===== src/rtl/move_input_encoder.sv =====
// move_input_encoder
//   Front end for the dot-matrix game buttons. Each raw button goes through a
//   2-flop synchronizer and an independent debouncer; the debounced pair forms
//   the live move code {right, left}. A code change to a nonzero value is an
//   event, delivered to the game logic through a valid/ack handshake with a
//   sticky overrun flag.
//
//   Optional build macro: MOVE_REPEAT_EN -- when defined, a held nonzero code
//   re-fires its event REPEAT_DELAY cycles after the original event and then
//   every REPEAT_PERIOD cycles.
//
//   Ports:
//     clk        in   system clock, rising edge
//     reset      in   asynchronous, active-high
//     left       in   raw left button (async to clk)
//     right      in   raw right button (async to clk)
//     move_ack   in   consumer accepts the pending move
//     cur_state  out  [1:0] debounced live code {right, left}
//     move_valid out  pending move available
//     move_code  out  [1:0] code of the pending or last move
//     overrun    out  sticky: a pending move was overwritten

module move_input_encoder_db #(
  parameter int DEBOUNCE_CYCLES = 25000,
  parameter int CW              = 15
) (
  input  logic clk,
  input  logic reset,
  input  logic btn_i,
  output logic db_o
);
  logic          sync1_q, sync2_q;
  logic          db_q, db_d;
  logic [CW-1:0] cnt_q, cnt_d;

  // Counter runs only while the synchronized level disagrees with the
  // debounced one; the terminal mismatching edge flips the level.
  always_comb begin
    cnt_d = '0;
    db_d  = db_q;
    if (sync2_q != db_q) begin
      if (cnt_q == CW'(DEBOUNCE_CYCLES - 1)) db_d = ~db_q;
      else                                   cnt_d = cnt_q + CW'(1);
    end
  end

  always_ff @(posedge clk or posedge reset) begin
    if (reset) begin
      sync1_q <= 1'b0;
      sync2_q <= 1'b0;
      db_q    <= 1'b0;
      cnt_q   <= '0;
    end else begin
      sync1_q <= btn_i;
      sync2_q <= sync1_q;
      db_q    <= db_d;
      cnt_q   <= cnt_d;
    end
  end

  assign db_o = db_q;
endmodule

module move_input_encoder #(
  parameter int DEBOUNCE_CYCLES = 25000,
  parameter int REPEAT_DELAY    = 500000,
  parameter int REPEAT_PERIOD   = 250000
) (
  input  logic       clk,
  input  logic       reset,
  input  logic       left,
  input  logic       right,
  input  logic       move_ack,
  output logic [1:0] cur_state,
  output logic       move_valid,
  output logic [1:0] move_code,
  output logic       overrun
);
  localparam int MAXP = (DEBOUNCE_CYCLES > REPEAT_DELAY) ?
                        ((DEBOUNCE_CYCLES > REPEAT_PERIOD) ? DEBOUNCE_CYCLES : REPEAT_PERIOD) :
                        ((REPEAT_DELAY > REPEAT_PERIOD) ? REPEAT_DELAY : REPEAT_PERIOD);
  localparam int CW   = $clog2(MAXP + 1);

  logic [1:0] btn;
  logic [1:0] db;
  assign btn = {right, left};

  for (genvar g = 0; g < 2; g++) begin : g_lane
    move_input_encoder_db #(.DEBOUNCE_CYCLES(DEBOUNCE_CYCLES), .CW(CW)) u_db (
      .clk   (clk),
      .reset (reset),
      .btn_i (btn[g]),
      .db_o  (db[g])
    );
  end

  assign cur_state = db;

  // Previous code, for the registered change compare.
  logic [1:0] prev_q;
  logic       chg, ev_chg, rpt_fire, ev;

  assign chg    = (db != prev_q);
  assign ev_chg = chg && (db != 2'b00);

`ifdef MOVE_REPEAT_EN
  logic [CW-1:0] rpt_cnt_q, rpt_cnt_d;
  logic          rpt_per_q, rpt_per_d;  // 0: waiting first delay, 1: periodic

  always_comb begin
    rpt_fire  = 1'b0;
    rpt_cnt_d = rpt_cnt_q + CW'(1);
    rpt_per_d = rpt_per_q;
    if (chg || db == 2'b00) begin
      rpt_cnt_d = '0;
      rpt_per_d = 1'b0;
    end else if (rpt_per_q ? (rpt_cnt_q == CW'(REPEAT_PERIOD - 1))
                           : (rpt_cnt_q == CW'(REPEAT_DELAY - 1))) begin
      rpt_fire  = 1'b1;
      rpt_cnt_d = '0;
      rpt_per_d = 1'b1;
    end
  end

  always_ff @(posedge clk or posedge reset) begin
    if (reset) begin
      rpt_cnt_q <= '0;
      rpt_per_q <= 1'b0;
    end else begin
      rpt_cnt_q <= rpt_cnt_d;
      rpt_per_q <= rpt_per_d;
    end
  end
`else
  assign rpt_fire = 1'b0;
`endif

  assign ev = ev_chg | rpt_fire;

  logic       valid_q, valid_d, ovr_q, ovr_d;
  logic [1:0] code_q, code_d;

  // An event always wins over ack; it only counts as overrun when the
  // previous move was neither taken earlier nor taken on this edge.
  always_comb begin
    valid_d = valid_q;
    code_d  = code_q;
    ovr_d   = ovr_q;
    if (ev) begin
      valid_d = 1'b1;
      code_d  = db;
      if (valid_q && !move_ack) ovr_d = 1'b1;
    end else if (move_ack) begin
      valid_d = 1'b0;
    end
  end

  always_ff @(posedge clk or posedge reset) begin
    if (reset) begin
      prev_q  <= 2'b00;
      valid_q <= 1'b0;
      code_q  <= 2'b00;
      ovr_q   <= 1'b0;
    end else begin
      prev_q  <= db;
      valid_q <= valid_d;
      code_q  <= code_d;
      ovr_q   <= ovr_d;
    end
  end

  assign move_valid = valid_q;
  assign move_code  = code_q;
  assign overrun    = ovr_q;
endmodule


===== config.mk =====
export PLATFORM = sky130hd
export DESIGN_NAME = move_input_encoder
export DESIGN_NICKNAME = d
export VERILOG_FILES = /design/src/rtl/move_input_encoder.sv
export SDC_FILE = /design/constraint.sdc
export NUM_CORES = 1
export LEC_CHECK = 0
export ABC_AREA = 0
export CORE_MARGIN = 4
export CORE_UTILIZATION = 60
export CTS_CLUSTER_SIZE = 30
export DETAILED_ROUTE_END_ITERATION = 6
export DONT_BUFFER_PORTS = 1
export PLACE_DENSITY = 0.79
export SYNTH_ARGS = -nofsm -noshare
export SYNTH_HDL_FRONTEND = slang
export SYNTH_HIERARCHICAL = 1
export SYNTH_SLANG_ARGS = --single-unit
export TNS_END_PERCENT = 20

===== constraint.sdc =====
create_clock -name clk -period 3.4 [get_ports clk]
set_input_delay 0.68 -clock clk [delete_from_list [all_inputs] [get_ports clk]]
set_output_delay 0.68 -clock clk [all_outputs]
set_load 0.05 [all_outputs]

-- After elaboration in Yosys (flattened, before gate mapping)
Index checks and enable logic that the tools add are counted.
- bits in registers: 50
- bits of input ports: 5
- output and inout bits: 6
- logic and storage cells: 35
- add/subtract/negate cells: 2
- equality and inequality tests: 5
- mux-type cells: 6
- bitwise operators: 2
- reduce and logical (&&, ||, !) cells: 8
- operators by type and width (operator ; count):
    2-to-1 mux 19 bit ; 4
    adder 19 x 1 -> 19 bit (second input constant) ; 2
    equality test 19 x 15 -> 1 bit (second input constant) ; 2
    AND reduction 2 bit ; 3
    nonzero test 2 bit ; 2
    logical AND 1 bit ; 2
    2-to-1 mux 1 bit ; 2
    inequality test 1 bit ; 2
    inequality test 2 bit ; 1
    NOT 1 bit ; 2
    zero test 1 bit ; 1

-- Longest topological paths before layout
- depth in word-level cells: 3
- depth in mapped cells: 6
- mapped depth without buffers: 5

-- Cells and area by module
Netlist, hierarchy kept.
- by module, submodules not included (module ; times used ; cells an instance ; area an instance (µm²) ; seq. area each (µm²)):
    move_input_encoder_db ; 2 ; 106 ; 1071.0 ; 550.5
    move_input_encoder ; 1 ; 30 ; 302.8 ; 150.1

-- Least setup slack after synthesis
No wires, ideal clock.
- path type: register to register
- from: reg g_lane[0].u_db.cnt_q[0]
- to: reg g_lane[0].u_db.cnt_q[10]
- setup time: 0.119 ns
- arrival time: 1.639 ns
- data required time: 3.281 ns
- path slack: 1.642 ns
- stages on the path, launching flop included: 7
- path buffers: 1
- clock period less this slack: 1.758 ns
- path through: dfrtp_1 ha_1 nand3_1 or4_4 o31ai_4 buf_6 nor2_1
- word-level cells in the longest chain between the ends: 3
- elaborated cells between the ends (all ways): 4
- classes of those cells: add/sub: 1; eq/ne: 1; mux: 2
- ends and longest elaborated chain (item ; line ; text):
    from (decl) ; 34 ; logic [CW-1:0] cnt_q, cnt_d;
    from (signal assigned) ; 57 ; cnt_q <= cnt_d;
    adder 19 x 1 -> 19 bit or equality test 19 x 15 -> 1 bit (tied branches) ; 43, 42 ;
    2-to-1 mux 19 bit * ; 42 ; if (cnt_q == CW'(DEBOUNCE_CYCLES - 1)) db_d = ~db_q;
    2-to-1 mux 19 bit * ; 41 ; if (sync2_q != db_q) begin
    net g_lane[0].u_db.cnt_d[10] ; 34 ;
Mark *: on every way through the listed nets, which the timed path passes. The rest lies on a longest branch.
A chain may end at the register's enable or synchronous reset.

-- Worst setup path after layout
- from: reg g_lane[1].u_db.cnt_q[0]
- to: reg g_lane[1].u_db.cnt_q[3]
- word-level cells in the longest chain between the ends: 3
- elaborated cells between the ends (all ways): 4
- classes of those cells: add/sub: 1; eq/ne: 1; mux: 2
- ends and longest elaborated chain (item ; line):
    from (decl) ; 34
    from (signal assigned) ; 57
    adder 19 x 1 -> 19 bit or equality test 19 x 15 -> 1 bit (tied branches) ; 43, 42
    2-to-1 mux 19 bit * ; 42
    2-to-1 mux 19 bit * ; 41
    net g_lane[1].u_db.cnt_d[3] ; 34
Marks and branches as above.

==> flow_summary.json <==
{
  "status": "completed",
  "rows": 22,
  "relSlewSlack_pct": 45.13,
  "postLayoutCellArea_um2": 2555,
  "regArea_um2": 1251,
  "via_count": 1769,
  "holdBufCountCts": 0,
  "crit_buf_inv": 0,
  "io-pin-count": 11,
  "grt_pass1_vias": 1739,
  "dieArea_um2": 5160,
  "path_class": "reg -> reg",
  "cts_tree": "done",
  "clock_sinks": 50,
  "crit_chain": "ha_1 > nand3_1 > or4_4 > o31ai_4 > nor2_1",
  "dieWidth_um": 71.84,
  "postPlaceCellArea_um2": 2464,
  "avgSynthCellArea_um2": 10.10,
  "tns_ns": 0,
  "drive_gt1_share_pct": 6.939,
  "drc_errors": 0,
  "p_per_area_nw_per_um2": 385.0,
  "final_nets": 251,
  "ant_nets": 0,
  "cts-root-buf": "clkbuf_8",
  "netlist_area_um2": 2445,
  "core_region_area_um2": 3799,
  "end_kind": "register",
  "max_stage_delay_ns": 0.59,
  "grt_max_degree": 23,
  "hpwl_um": 3052,
  "grt_overflow": 0,
  "fin_crit_ns": 2.085,
  "cts_resized": 0,
  "syn_to_final_growth_pct": 4.504,
  "antenna_found_initial": 0,
  "synth_seq_cells": 50,
  "drv_cap": 0,
  "grt_pass1_wl_um": 7866,
  "grt_setup_unrepaired": "false",
  "clock_latency_ns": 0.29,
  "critical_path_arrival_ns": 2.24,
  "drt_first_pass_iters": 4,
  "syn_nets": 249,
  "crit_family": "simple AND/OR/NAND/NOR gates",
  "via_per_inst": 6.038,
  "numCtsBuffers": 5,
  "wire_per_inst_um": 15.13,
  "synthCells": 242,
  "ys_types": 32,
  "routabilityCongestion": 0.9362,
  "clock.fmax_mhz": 479.6,
  "worst_slew_pin_slew_ns": 0.8221,
  "nFillCells": 301,
  "hold_violations": 0,
  "multi_input_area_um2": 1107,
  "hold_path.class": "in -> async",
  "max-vdd-ir-drop_mv": 0.3082,
  "grt_usage_pct": 19.40,
  "port_buffers": 0,
  "clock_skew_ns": 0.002371,
  "drtIter0Drc": 128,
  "finalCritPeriodShare_pct": 61.33,
  "cp_slowest_cell": "o31ai_4",
  "p_leak_nw": 1.058,
  "finalMaxSlewViolations": 0,
  "cts_max_level": 2,
  "crit_required_ns": 3.55,
  "num_antenna_cells": 0,
  "yosys_warnings": 6,
  "cts_setup_buffers": 0,
  "clk_pin_slew_ns": 0.08,
  "initial_core_util_pct": 64.36,
  "startpoint_type": "register",
  "die_h_um": 71.84,
  "ys_seq_area_share_pct": 51.18,
  "crit_fanout": 17,
  "clockBufferDepth": 2,
  "setup-violations-final": 0,
  "routed_wl_um": 4433
}
synth_stat cells:
cell type | instances | area [µm²]
xor2_1 | 6 | 52.55
or2b_1 | 1 | 7.510
a21bo_2 | 2 | 20.02
a311oi_1 | 2 | 17.52
a221o_1 | 2 | 20.02
nor3_1 | 12 | 60.06
ha_1 | 2 | 25.02
mux2i_1 | 2 | 20.02
nand4_2 | 2 | 25.02
nand4_1 | 8 | 50.05
mux2_2 | 2 | 22.52
inv_1 | 12 | 45.04
a21oi_1 | 5 | 25.02
nor2b_1 | 1 | 6.260
and4_1 | 2 | 17.52
clkbuf_1 | 2 | 7.510
nand2b_1 | 1 | 6.260
buf_6 | 3 | 33.78
nor2_1 | 41 | 153.9
o31ai_4 | 2 | 42.54
nor4_1 | 12 | 75.07
or4_4 | 2 | 22.52
dfrtp_1 | 50 | 1251
or3b_1 | 2 | 17.52
o21ai_0 | 5 | 25.02
and2_1 | 2 | 12.51
nand3_1 | 13 | 65.06
xnor2_1 | 24 | 210.2
nand3b_1 | 2 | 15.01
nor3b_1 | 2 | 15.01
and3_1 | 4 | 25.02
nand2_1 | 14 | 52.55
per-layer routing:
layer,track usage (%),vias to the layer above,share of wire [%]
met2,31.12,59,48
li1,-,850,-
met1,26.07,856,46
met5,0,-,0
met4,6.054,0,0.79
met3,4.628,4,5.9
cell type report:
cell class / count / area share [%]
Clock buffer: 7 / 3.379
Clock inverter: 1 / 0.1959
Inverter: 12 / 1.763
Multi-Input combinational cell: 175 / 43.34
Sequential cell: 50 / 48.97
Tap cell: 48 / 2.351
final timing paths:
check	startpoint	end	slack, ns	cells past startpoint
max	g_lane[1].u_db/cnt_q[0]	g_lane[1].u_db/cnt_q[3]	1.31	5
min	reset	prev_q[1]	0.17	1
max reg2reg	g_lane[1].u_db/cnt_q[0]	g_lane[1].u_db/cnt_q[3]	1.31	5
min reg2reg	g_lane[0].u_db/sync1_q	g_lane[0].u_db/sync2_q	0.36	0
max in group asynchronous	reset	g_lane[1].u_db/cnt_q[5]	2.46	1
min in group clk	g_lane[0].u_db/sync1_q	g_lane[0].u_db/sync2_q	0.36	0
worst reg2reg max path, delay by kind of cell (launching register included):
kind | cells | cell delay [ns]
flip-flops | 1 | 0.38
AO/OA/AOI/OAI | 1 | 0.59
AND/OR/NAND/NOR | 3 | 0.74
adder cells (fa/ha/maj) | 1 | 0.24
where the power goes:
group | switching, mW | leakage (nW) | internal (mW)
logic | 0.0242 | 0.325 | 0.00778
clock network | 0.179 | 0.0482 | 0.164
registers | 0.00610 | 0.684 | 0.602
total | 0.210 | 1.06 | 0.774
per-stage QoR:
stage / power [mW] / setup WS (ns) / util (%) / cells / hold WS, ns
2_1_floorplan: 0.6472 / 1.642 / - / 242 / 0.3312
6_report: 0.9837 / 1.315 / 67.26 / 293 / 0.1745
5_1_grt: 1.027 / 1.137 / 67.26 / 293 / 0.1757
3_5_place_dp: 0.6537 / 1.310 / 64.86 / 285 / 0.3378
3_3_place_gp: 0.6522 / 1.351 / 64.86 / 285 / 0.3344
4_1_cts: 0.9956 / 1.312 / 67.26 / 293 / 0.1718
sequential cells by signal, summed over array words and instances (netlist names):
signal,count
move_code,2
g_lane.u_db/sync1_q,2
prev_q,2
overrun,1
move_valid,1
g_lane.u_db/sync2_q,2
g_lane.u_db/db_o,2
g_lane.u_db/cnt_q,38
logic make-up (layout without fill, tap and decap cells):
group | after synthesis | in the layout | share of synthesized area, %
DFF | 50 | 50 | 51.18
xor gates and xnor gates | 30 | 30 | 10.75
buffers and inverters | 17 | 20 | 3.531
adders and majority gates | 2 | 2 | 1.023
and+or+nand+nor | 121 | 121 | 25.64
muxes | 4 | 4 | 1.740
AOI/OAI and AO/OA | 18 | 18 | 6.141
cells in the final DEF (no fill, tap or decap), types with 4 or more instances in the layout:
cell type	netlist	routed
a21oi_1	5	5
xor2_1	6	6
and3_1	4	4
o21ai_0	5	5
nand4_1	8	8
inv_1	12	12
clkbuf_8	0	6
nor4_1	12	12
nand2_1	14	14
nor3_1	12	12
xnor2_1	24	24
nor2_1	41	41
dfrtp_1	50	50
nand3_1	13	13
No activity file was read; power rests on OpenSTA's default activity.
